## config.mk

```make
export PLATFORM = sky130hd
export DESIGN_NAME = exibe_sequencia
export DESIGN_NICKNAME = d
export VERILOG_FILES = /design/src/rtl/exibe_sequencia.sv
export SDC_FILE = /design/constraint.sdc
export NUM_CORES = 1
export LEC_CHECK = 0
export ABC_AREA = 0
export BUFFER_PORTS_ARGS = -buffer_cell sky130_fd_sc_hd__buf_2
export CAP_MARGIN = 10
export CORE_MARGIN = 2
export CORE_UTILIZATION = 50
export DETAILED_ROUTE_END_ITERATION = 8
export PLACE_DENSITY = 0.72
export SLEW_MARGIN = 20
export SYNTH_ARGS = -nofsm -noshare
export SYNTH_HDL_FRONTEND = slang
export SYNTH_SLANG_ARGS = --single-unit
```

## constraint.sdc

```tcl
create_clock -name clock -period 4.85 [get_ports clock]
set_input_delay 0.2425 -clock clock [delete_from_list [all_inputs] [get_ports clock]]
set_output_delay 0.2425 -clock clock [all_outputs]
set_load 0.1 [all_outputs]
```

## src/rtl/exibe_sequencia.sv

```systemverilog
// -----------------------------------------------------------------------------
// exibe_sequencia
//
// Presentation engine for the memory game. It replays the stored sequence
// from a synchronous 16x4 ROM, starting at address 0 and stopping at the
// limit captured on start. Each entry is lit on the LEDs for T_ON cycles and
// then blanked for T_OFF cycles. A single-cycle pulse on 'pronto' marks the
// end of the sequence.
//
// Ports:
//   clock      in   1  system clock, rising-edge
//   reset      in   1  synchronous, active-high reset
//   iniciar    in   1  start request, honoured only while idle
//   limite     in   4  last address to show (inclusive), captured on start
//   dado       in   4  ROM read data, valid one cycle after endereco is sampled
//   endereco   out  4  ROM address
//   leds       out  4  latched entry while lit, 0 otherwise
//   ocupado    out  1  high whenever the engine is not idle
//   pronto     out  1  one-cycle end-of-sequence pulse
//   db_estado  out  4  current state code (debug)
// -----------------------------------------------------------------------------
module exibe_sequencia #(
    parameter int T_ON  = 500,
    parameter int T_OFF = 250,
    parameter int CW    = 10
) (
    input  logic       clock,
    input  logic       reset,
    input  logic       iniciar,
    input  logic [3:0] limite,
    input  logic [3:0] dado,
    output logic [3:0] endereco,
    output logic [3:0] leds,
    output logic       ocupado,
    output logic       pronto,
    output logic [3:0] db_estado
);

    localparam logic [3:0] OCIOSO   = 4'd0;
    localparam logic [3:0] ENDERECA = 4'd1;
    localparam logic [3:0] CARREGA  = 4'd2;
    localparam logic [3:0] ACENDE   = 4'd3;
    localparam logic [3:0] APAGA    = 4'd4;
    localparam logic [3:0] PROXIMO  = 4'd5;
    localparam logic [3:0] FIM      = 4'd6;

    // Terminal counts: the counter runs 0..T-1, so a phase lasts exactly T cycles.
    localparam logic [CW-1:0] ON_LAST  = CW'(T_ON - 1);
    localparam logic [CW-1:0] OFF_LAST = CW'(T_OFF - 1);

    logic [3:0]    r_estado;
    logic [3:0]    r_endereco;
    logic [3:0]    r_limite;
    logic [3:0]    r_dado;
    logic [CW-1:0] r_cnt;

    logic w_acende;
    logic w_ultimo;

    function automatic logic fim_fase(input logic [CW-1:0] cnt, input logic [CW-1:0] last);
        return cnt == last;
    endfunction

    always_ff @(posedge clock) begin
        if (reset) begin
            r_estado   <= OCIOSO;
            r_endereco <= 4'd0;
            r_limite   <= 4'd0;
            r_dado     <= 4'd0;
            r_cnt      <= '0;
        end else begin
            case (r_estado)
                OCIOSO: begin
                    if (iniciar) begin
                        r_endereco <= 4'd0;
                        r_limite   <= limite;
                        r_estado   <= ENDERECA;
                    end
                end
                // The ROM samples endereco at the closing edge of this cycle.
                ENDERECA: r_estado <= CARREGA;
                CARREGA: begin
                    r_dado   <= dado;
                    r_cnt    <= '0;
                    r_estado <= ACENDE;
                end
                ACENDE: begin
                    if (fim_fase(r_cnt, ON_LAST)) begin
                        r_cnt    <= '0;
                        r_estado <= APAGA;
                    end else begin
                        r_cnt <= r_cnt + CW'(1);
                    end
                end
                APAGA: begin
                    if (fim_fase(r_cnt, OFF_LAST)) begin
                        r_cnt    <= '0;
                        r_estado <= PROXIMO;
                    end else begin
                        r_cnt <= r_cnt + CW'(1);
                    end
                end
                // Compare before incrementing so limite=15 never wraps the address.
                PROXIMO: begin
                    if (w_ultimo) begin
                        r_estado <= FIM;
                    end else begin
                        r_endereco <= r_endereco + 4'd1;
                        r_estado   <= ENDERECA;
                    end
                end
                FIM:     r_estado <= OCIOSO;
                default: r_estado <= OCIOSO;
            endcase
        end
    end

    assign w_acende  = (r_estado == ACENDE);
    assign w_ultimo  = (r_endereco == r_limite);

    // A stored 0000 still occupies its full lit slot; it simply looks dark.
    assign leds      = w_acende ? r_dado : 4'd0;
    assign endereco  = r_endereco;
    assign ocupado   = (r_estado != OCIOSO);
    assign pronto    = (r_estado == FIM);
    assign db_estado = r_estado;

endmodule

```

== Word level (Yosys, flattened, before mapping) ==
Cells that the tools add are included.
Widths: inputs -> output; s select.

* Add/sub/neg operators: 2
* Multiplexer cells: 12
* Equal/unequal tests: 13
* Reductions and logical operators: 7

{| class="wikitable"
|+ Operator list
! kind !! count
|-
| $pmux 10 s3 || 1
|-
| $mux 4 || 6
|-
| $pmux 4 s6 || 1
|-
| $mux 10 || 2
|-
| $eq 4x3->1 const B || 3
|-
| $add 10x1->10 const B || 1
|-
| $eq 10x8->1 const B || 1
|-
| $eq 10x9->1 const B || 1
|-
| $eq 4x2->1 const B || 2
|-
| $pmux 4 s2 || 1
|-
| $ne 2x2->1 const B || 3
|-
| $reduce_and 3->1 || 2
|-
| $add 4x1->4 const B || 1
|-
| $eq 4x1->1 const B || 1
|-
| $eq 4x4->1 || 1
|-
| $logic_not 4->1 || 1
|-
| $reduce_bool 4->1 || 1
|-
| $mux 3 || 1
|-
| $reduce_bool 3->1 || 1
|-
| $ne 2x1->1 const B || 1
|-
| $reduce_and 2->1 || 1
|-
| $reduce_bool 2->1 || 1
|}

* Bits in registers: 26
* Bits of input ports: 11

== Longest topological paths before layout ==
Gate-level depths: netlist of the first run.

* Depth in word-level cells: 3
* Depth in mapped cells: 6
* Gate-level depth less buffers: 6

== Worst setup path before layout of the first run ==
No wires, ideal clock.

* Kind: reg2out
* Start point: reg r_estado[2] (netlist: db_estado[2])
* End point: out pronto
* Data arrival time: 2.662 ns
* Path buffers: 1
* Setup slack: 1.945 ns
* Cell stages (with the launch flop): 4
* Cell sequence: dfxtp_1 > buf_2 > inv_1 > nor2_1

* Word-level cells in the longest chain between the ends: 1

{| class="wikitable"
|+ RTL lines
! what !! RTL line !! text
|-
| start, declared || 51 || <nowiki>logic [3:0] r_estado;</nowiki>
|-
| start signal, assigned || 66 || <nowiki>r_estado <= OCIOSO;</nowiki>
|-
| start signal, assigned || 77 || <nowiki>r_estado <= ENDERECA;</nowiki>
|-
| start signal, assigned || 81 || <nowiki>ENDERECA: r_estado <= CARREGA;</nowiki>
|-
| $eq 4x3->1 || 125 || <nowiki>assign pronto = (r_estado == FIM);</nowiki>
|-
| end, declared || 35 || <nowiki>output logic pronto,</nowiki>
|}

No other way between the ends.

== Worst setup path after layout of the first run ==
* Start point: reg r_estado[1] (netlist: db_estado[1])
* End point: out leds[1]

* Word-level cells in the longest chain between the ends: 2

{| class="wikitable"
|+ RTL lines
! what !! RTL line !! text
|-
| $eq 4x2->1 || 118 || <nowiki>assign w_acende = (r_estado == ACENDE);</nowiki>
|-
| $mux 4 || 122 || <nowiki>assign leds = w_acende ? r_dado : 4'd0;</nowiki>
|-
| end, declared || 33 || <nowiki>output logic [3:0] leds,</nowiki>
|}

No other way between the ends.

==> implementation parameters, run 1 <==
Parameter                              Value

Worst setup path
  Maximum fanout along the worst path    15
  Required time of the critical path    4.61 ns
  Arrival @ worst endpoint    1.76 ns
  Startpoint kind of the worst setup timing path    flip-flop
  Critical path start-end classification    flip-flop to primary output
  Category of the worst setup path capture point    primary output

Synthesis
  Fraction of synthesized cell area in xor and xnor cells    5.01%
  Top cell type's share of synthesized area    34.0%
  Synth top area cells    sky130_fd_sc_hd__dfxtp_1 34%, sky130_fd_sc_hd__nand2_1 6.1%, sky130_fd_sc_hd__xor2_2 4.4%
  Sequential cell area fraction in the yosys report    34.0%
  Synthesized instance count    174
  Number of unique standard cell types used by synthesis    50
  Basic-gate share of the synthesized area counting and, or, nand and nor cells    27.9%
  Syn. warnings    0
  Nets in the synthesized netlist    188
  Number of flops mapped to enable cells by yosys    0
  Avg Cell Area, Syn    8.47 µm²
  Post-synthesis sequential element count    25
  Adder-cell share of the synthesized area    2.55%
  Most used DFF post-synth    sky130_fd_sc_hd__dfxtp_1
  Netlist area before placement    1470 µm²
  Compound-Gate Fraction of Synth Area    22.8%
  Library cell occupying the most area in the post-synthesis netlist    sky130_fd_sc_hd__dfxtp_1
  Async set-reset flop share out of synthesis    0%
  Share of synthesized area spent on multiplexers    2.72%
  Combinational family with the most area after synthesis    simple AND/OR/NAND/NOR gates

Final layout
  Antenna cells    0
  Sequential cell area in the final layout    500 µm²
  Filler cells    264
  Final Core Density    57.8%
  Final Net Count    209
  Area of combinational cells with multiple inputs    902 µm²
  Area overhead of the layout relative to synthesis    9.17%
  Layout cells sized above 1    19.1%
  Fin cells    225

Clock network
  Number of buffers created by CTS    3
  Maximum root-to-sink buffer count    2
  H-tree level count    1
  CTS clock-pin slew for the worst setup and hold paths    0.14 ns
  Clock tree from TritonCTS    built
  Setup Buffers After CTS    0
  Clk Latency, worst-skew pair    0.31 ns
  Buffer type at the clock tree root    sky130_fd_sc_hd__clkbuf_4
  TritonCTS sink count    25
  Number of buffers added to fix hold violations after cts    0
  Number of instances resized during post-cts repair    0

STA
  Upper clock frequency limit    499 MHz
  Minimum hold slack    0.149 ns
  Fin. max-slew vios    0
  Number of failing setup endpoints in the final timing report    0
  Transition at the pin with the smallest max-transition slack    0.949 ns
  Final worst path period share    41.3%
  Hold violation total from the final report    0
  Skew final    0.00729 ns
  Slew HR    36.2%
  Setup repair after global routing missed its margin    no
  Final TNS setup    0 ns
  Post-route minimum period    2.00 ns

Pwr
  Power per Cell Area    437 nW/µm²
  Peak ir drop on the vdd network    0.424 mV
  Leakage component of the power    0.658 nW

Die
  Floorplan Core Area    2780 µm²
  Effective utilization at floorplan    53.0%
  Die Height    58.3 µm
  I/O Pins    25
  Die width    58.3 µm
  Area of the die    3400 µm²
  Row count    19

GRT
  First-pass GRT wire length    4970 µm
  Global-route congestion overflow total    0
  Number of global-route vias before repair    1,159
  Tot GR Track Use    18.6%
  Maximum number of pins on one net before global-route repair    19
  Initial antenna violation count    0

Drt
  Number of routed nets with antenna violations    0
  Length of the first detailed-routing pass in iterations    4
  Total vias in the final route    1,309
  Starting DRT DRC Count    53
  Routed length per instance    13.6 µm
  Total Routed Length    3070 µm
  Drc violations    0
  Vias per std cell    5.82

Worst hold path
  Kind of path behind the tightest hold check    input pin to flip-flop

Placed design
  Cells after DPL    221
  Port Buffer Count    23
  GPL Wtd Cong    0.850
  Half-perimeter wire length after placement    2300 µm

Flow run
  Number of maximum-capacitance violations    0

Outcome
  Outcome    complete, no violations
==> area by class of cell <==
class	count	share of cell area, %
Timing Repair Buffer	23	7.15
Multi-Input combinational cell	135	56.1
Sequential cell	25	31.1
Inverter	7	1.63
Clock buffer	4	1.63
Tap cell	31	2.41
==> worst max-delay path: stages (launching register included) <==
cell and delay (ns):
sky130_fd_sc_hd__dfxtp_1 0.62, sky130_fd_sc_hd__and3_1 0.28, sky130_fd_sc_hd__and2_1 0.14, sky130_fd_sc_hd__buf_2 0.42
==> path summary, 6_finish.rpt <==
path / startpoint / to / slack [ns] / cells after the start
max: db_estado[1]$_SDFFE_PP0P_ / leds[1] / 2.85 / 3
min: limite[0] / r_limite[0]$_SDFFE_PP0P_ / 0.15 / 3
max reg2reg: db_estado[2]$_SDFFE_PP0P_ / db_estado[0]$_SDFFE_PP0P_ / 2.91 / 4
min reg2reg: r_limite[1]$_SDFFE_PP0P_ / r_limite[1]$_SDFFE_PP0P_ / 0.50 / 2
==> stage by stage <==
step / setup WS (ns) / area, µm² / total power, W
2_1_floorplan: 1.95 / 1470 / 0.000565
3_3_place_gp: 3.03 / 1580 / 0.000607
3_5_place_dp: 2.94 / 1580 / 0.000614
4_1_cts: 2.84 / 1610 / 0.000707
5_1_grt: 2.73 / 1610 / 0.000746
6_report: 2.85 / 1610 / 0.000703
==> kinds of logic (layout without fill, tap and decap cells) <==
logic type,count (synthesis),count (layout)
multiplexers,4,4
buffers and inverters,14,34
flip-flops,25,25
XOR/XNOR,5,5
other,1,1
AO/OA/AOI/OAI,44,44
AND/OR/NAND/NOR,78,78
adder cells (fa/ha/maj),3,3
==> flip-flops by register name, indices dropped and copies added, names as in the netlist <==
name / cells
db_estado: 3
r_dado: 4
r_limite: 4
endereco: 4
r_cnt: 10
==> routing by layer <==
layer	up-vias	GRT usage, %	part of all wire (%)	routed length, µm
met5	-	0	0	0
met1	616	22.3	45	1370
met3	6	2.86	2.8	86
li1	665	-	-	-
met4	0	7.31	1.5	46
met2	22	33.1	51	1570
==> layout by cell type, fill, tap and decap left out, types with 2 or more instances in the layout <==
cell type / netlist / layout
sky130_fd_sc_hd__a21oi_1: 9 / 9
sky130_fd_sc_hd__a22oi_1: 2 / 2
sky130_fd_sc_hd__a31oi_1: 4 / 4
sky130_fd_sc_hd__and2_1: 8 / 8
sky130_fd_sc_hd__and3b_1: 2 / 2
sky130_fd_sc_hd__buf_2: 3 / 23
sky130_fd_sc_hd__clkbuf_4: 0 / 3
sky130_fd_sc_hd__dfxtp_1: 25 / 25
sky130_fd_sc_hd__ha_1: 3 / 3
sky130_fd_sc_hd__inv_1: 7 / 7
sky130_fd_sc_hd__mux2i_1: 4 / 4
sky130_fd_sc_hd__nand2_1: 24 / 24
sky130_fd_sc_hd__nand2b_1: 2 / 2
sky130_fd_sc_hd__nand3_1: 4 / 4
sky130_fd_sc_hd__nor2_1: 13 / 13
sky130_fd_sc_hd__nor2b_1: 4 / 4
sky130_fd_sc_hd__nor3_1: 8 / 8
sky130_fd_sc_hd__o211ai_1: 3 / 3
sky130_fd_sc_hd__o21a_1: 2 / 2
sky130_fd_sc_hd__o21ai_0: 3 / 3
sky130_fd_sc_hd__o21bai_1: 2 / 2
sky130_fd_sc_hd__o22ai_1: 4 / 4
sky130_fd_sc_hd__o31ai_1: 3 / 3
sky130_fd_sc_hd__o41ai_1: 2 / 2
sky130_fd_sc_hd__or3_1: 2 / 2
sky130_fd_sc_hd__or4_1: 2 / 2
sky130_fd_sc_hd__xor2_2: 4 / 4
==> report_power, final <==
part           total (W)  internal (W)  switching (W)
sequential      0.000282      0.000234      0.0000483
combinational   0.000329     0.0000854       0.000244
clock          0.0000922     0.0000321      0.0000601
total           0.000703      0.000351       0.000352
==> Yosys cell counts (3+ instances only) <==
| cell | instances |
|---|---|
| sky130_fd_sc_hd__buf_2 | 3 |
| sky130_fd_sc_hd__nand3_1 | 4 |
| sky130_fd_sc_hd__o31ai_1 | 3 |
| sky130_fd_sc_hd__nand2_1 | 24 |
| sky130_fd_sc_hd__ha_1 | 3 |
| sky130_fd_sc_hd__a31oi_1 | 4 |
| sky130_fd_sc_hd__nor3_1 | 8 |
| sky130_fd_sc_hd__o21ai_0 | 3 |
| sky130_fd_sc_hd__o22ai_1 | 4 |
| sky130_fd_sc_hd__inv_1 | 7 |
| sky130_fd_sc_hd__and2_1 | 8 |
| sky130_fd_sc_hd__xor2_2 | 4 |
| sky130_fd_sc_hd__nor2_1 | 13 |
| sky130_fd_sc_hd__a21oi_1 | 9 |
| sky130_fd_sc_hd__nor2b_1 | 4 |
| sky130_fd_sc_hd__o211ai_1 | 3 |
| sky130_fd_sc_hd__dfxtp_1 | 25 |
| sky130_fd_sc_hd__mux2i_1 | 4 |
Note: power is estimated with default switching activity, not from simulation.
==> run 2: changes to the inputs <==
==> constraint.sdc (replaced) <==
create_clock -name clock -period 2.04 [get_ports clock]
set_input_delay 0.102 -clock clock [delete_from_list [all_inputs] [get_ports clock]]
set_output_delay 0.102 -clock clock [all_outputs]
set_load 0.1 [all_outputs]
==> run 2 against run 1 <==
Net effect:
- sequential power grew 140%
- clock-buffer cell count shrank 1
- critical path depth rose by 1
- highest routed layer unchanged
==> implementation parameters, run 2 (synthesized netlist as in run 1, its figures left out) <==
Parameter                              Value

Die
  Die Height    58.3 µm (unchanged)
  I/O Pins    25 (unchanged)
  Floorplan Core Area    2780 µm² (unchanged)
  Effective utilization at floorplan    53.0% (unchanged)
  Row count    19 (unchanged)
  Area of the die    3400 µm² (unchanged)
  Die width    58.3 µm (unchanged)

Final layout
  Area overhead of the layout relative to synthesis    14.4% (was 9.17%)
  Reg with most FFs    r_cnt (unchanged)
  Filler cells    268 (was 264)
  Area of combinational cells with multiple inputs    910 µm² (was 902 µm²)
  Most common cell after layout, fill and taps aside    sky130_fd_sc_hd__nand2_1 (was sky130_fd_sc_hd__dfxtp_1)
  Layout cells sized above 1    24.9% (was 19.1%)
  Sequential cell area in the final layout    509 µm² (was 500 µm²)
  Antenna cells    0 (unchanged)
  Largest register FFs    10 (unchanged)
  Top library cells by usage in the layout, fill and taps aside    24 x sky130_fd_sc_hd__nand2_1, 23 x sky130_fd_sc_hd__buf_2, 18 x sky130_fd_sc_hd__dfxtp_1 (was 25 x sky130_fd_sc_hd__dfxtp_1, 24 x sky130_fd_sc_hd__nand2_1, 23 x sky130_fd_sc_hd__buf_2)
  Final Net Count    216 (was 209)

STA
  PnR worst setup slack    0.228 ns (was 2.85 ns)
  Number of failing setup endpoints in the final timing report    0 (unchanged)
  Skew final    0.00789 ns (was 0.00729 ns)
  Hold violation total from the final report    0 (unchanged)
  Minimum hold slack    0.0128 ns (was 0.149 ns)
  Final worst path period share    88.8%
  Transition at the pin with the smallest max-transition slack    0.518 ns (was 0.949 ns)
  Final TNS setup    0 ns (unchanged)
  Fin. max-slew vios    0 (unchanged)
  Post-route minimum period    1.81 ns
  Slew HR    65.2% (was 36.2%)
  Setup repair after global routing missed its margin    no (unchanged)
  Upper clock frequency limit    552 MHz

Clock network
  Maximum root-to-sink buffer count    2 (unchanged)
  Buffer type at the clock tree root    sky130_fd_sc_hd__clkbuf_4 (unchanged)
  Clk Latency, worst-skew pair    0.32 ns (was 0.31 ns)
  Number of buffers created by CTS    3 (unchanged)
  Clock tree from TritonCTS    built (unchanged)
  H-tree level count    1 (unchanged)
  Number of instances resized during post-cts repair    0 (unchanged)
  CTS clock-pin slew for the worst setup and hold paths    0.14 ns (about the same)
  TritonCTS sink count    25 (unchanged)

Worst setup path
  Required time of the critical path    1.94 ns (was 4.61 ns)
  Critical path start-end classification    flip-flop to primary output (unchanged)
  Number of cells on the worst reg-to-reg path    4 (unchanged)
  Startpoint kind of the worst setup timing path    flip-flop (unchanged)
  Category of the worst setup path capture point    primary output (unchanged)
  Arrival @ worst endpoint    1.71 ns (was 1.76 ns)
  Maximum fanout along the worst path    16 (was 15)
  Setup slack, reg-to-reg    0.31 ns (was 2.91 ns)

GRT
  Tot GR Track Use    19.9% (was 18.6%)
  Met2 Usage GRT    32.1% (was 33.1%)
  Number of global-route vias before repair    1,273 (was 1,159)
  Fraction of met3 tracks used by global routing    2.86% (unchanged)
  Layer carrying the most global-route usage    met2 (unchanged)
  Met1 capacity usage during global routing    26.3% (was 22.3%)
  Maximum number of pins on one net before global-route repair    18 (was 19)
  First-pass GRT wire length    5310 µm (was 4970 µm)
  Initial antenna violation count    0 (unchanged)
  Global-route congestion overflow total    0 (unchanged)

Placed design
  Half-perimeter wire length after placement    2220 µm (was 2300 µm)
  GPL Wtd Cong    0.803 (was 0.850)
  Port Buffer Count    23 (unchanged)
  Place WS    0.339 ns (was 2.94 ns)

Drt
  Starting DRT DRC Count    48 (was 53)
  Vias per std cell    5.81 (was 5.82)
  Number of routed nets with antenna violations    0 (unchanged)
  Total Routed Length    3060 µm (was 3070 µm)
  Total vias in the final route    1,348 (was 1,309)
  Routed length per instance    13.2 µm (was 13.6 µm)
  Drc violations    0 (unchanged)
  Length of the first detailed-routing pass in iterations    4 (unchanged)

Pwr
  Total chip power    0.00173 W (was 0.000703 W)
  Peak ir drop on the vdd network    0.806 mV (was 0.424 mV)
  Leakage component of the power    0.696 nW (was 0.658 nW)
  Power per Cell Area    1020 nW/µm² (was 437 nW/µm²)

Worst hold path
  Count of cells along the worst hold path    3 (unchanged)
  Kind of path behind the tightest hold check    input pin to flip-flop (unchanged)

Outcome
  Outcome    complete, no violations (unchanged)

Flow run
  Number of maximum-capacitance violations    0 (unchanged)
run 2: changes by cell type in the layout (fill, tap and decap cells not counted), moves of 3 or more:
| cell | before | now |
|---|---|---|
| sky130_fd_sc_hd__buf_4 | 0 | 4 |
| sky130_fd_sc_hd__dfxtp_1 | 25 | 18 |
| sky130_fd_sc_hd__dfxtp_2 | 0 | 7 |
| sky130_fd_sc_hd__dlygate4sd3_1 | 0 | 3 |
run 2: final cells by class:
| class | instances | area share (%) |
|---|---|---|
| Clock buffer | 3 | 1.34 |
| Inverter | 7 | 1.56 |
| Tap cell | 31 | 2.30 |
| Multi-Input combinational cell | 135 | 53.9 |
| Sequential cell | 25 | 30.2 |
| Timing Repair Buffer | 30 | 10.4 |
| Clock inverter | 1 | 0.297 |
run 2: final timing paths:
kind | end | start
worst min-delay path | r_dado[2]$_SDFFE_PP0P_ | dado[2]
worst max register to register | db_estado[0]$_SDFFE_PP0P_ | db_estado[2]$_SDFFE_PP0P_
worst min register to register | r_limite[3]$_SDFFE_PP0P_ | r_limite[3]$_SDFFE_PP0P_
worst max-delay path | leds[0] | db_estado[2]$_SDFFE_PP0P_
run 2: through the flow:
step | instance area, µm² | utilization [%] | instances
after global routing | 1690 | 60.6 | 232
after detailed placement | 1630 | 58.6 | 225
final | 1690 | 60.6 | 232
after global placement | 1630 | 58.6 | 225
after CTS | 1690 | 60.6 | 232
after floorplan | 1490 | - | 174
run 2: critical path, cell delays in order (launching register included):
cell and delay, ns:
sky130_fd_sc_hd__dfxtp_2 0.43, sky130_fd_sc_hd__inv_1 0.14, sky130_fd_sc_hd__and3_1 0.25, sky130_fd_sc_hd__and2_1 0.15, sky130_fd_sc_hd__buf_2 0.42
run 2: power breakdown:
part	switching, W	internal [W]	leakage (nW)
sequential	0.000118	0.000561	0.206
combinational	0.000590	0.000231	0.473
clock	0.000153	0.0000735	0.0177
total	0.000861	0.000866	0.696
run 2: timing repair:
| item | in CTS | in global routing |
|---|---|---|
| hold buffers | 3 | 0 |
| setup buffers | 0 | 0 |
| endpoints found under the hold margin | 3 | 0 |
| endpoints found under the setup margin | 0 | 0 |
run 2: metal layers:
metal / vias up / share of wire [%]
li1: 673 / -
met1: 642 / 48
met2: 29 / 47
met3: 4 / 3.7
met4: 0 / 1.4
met5: - / 0
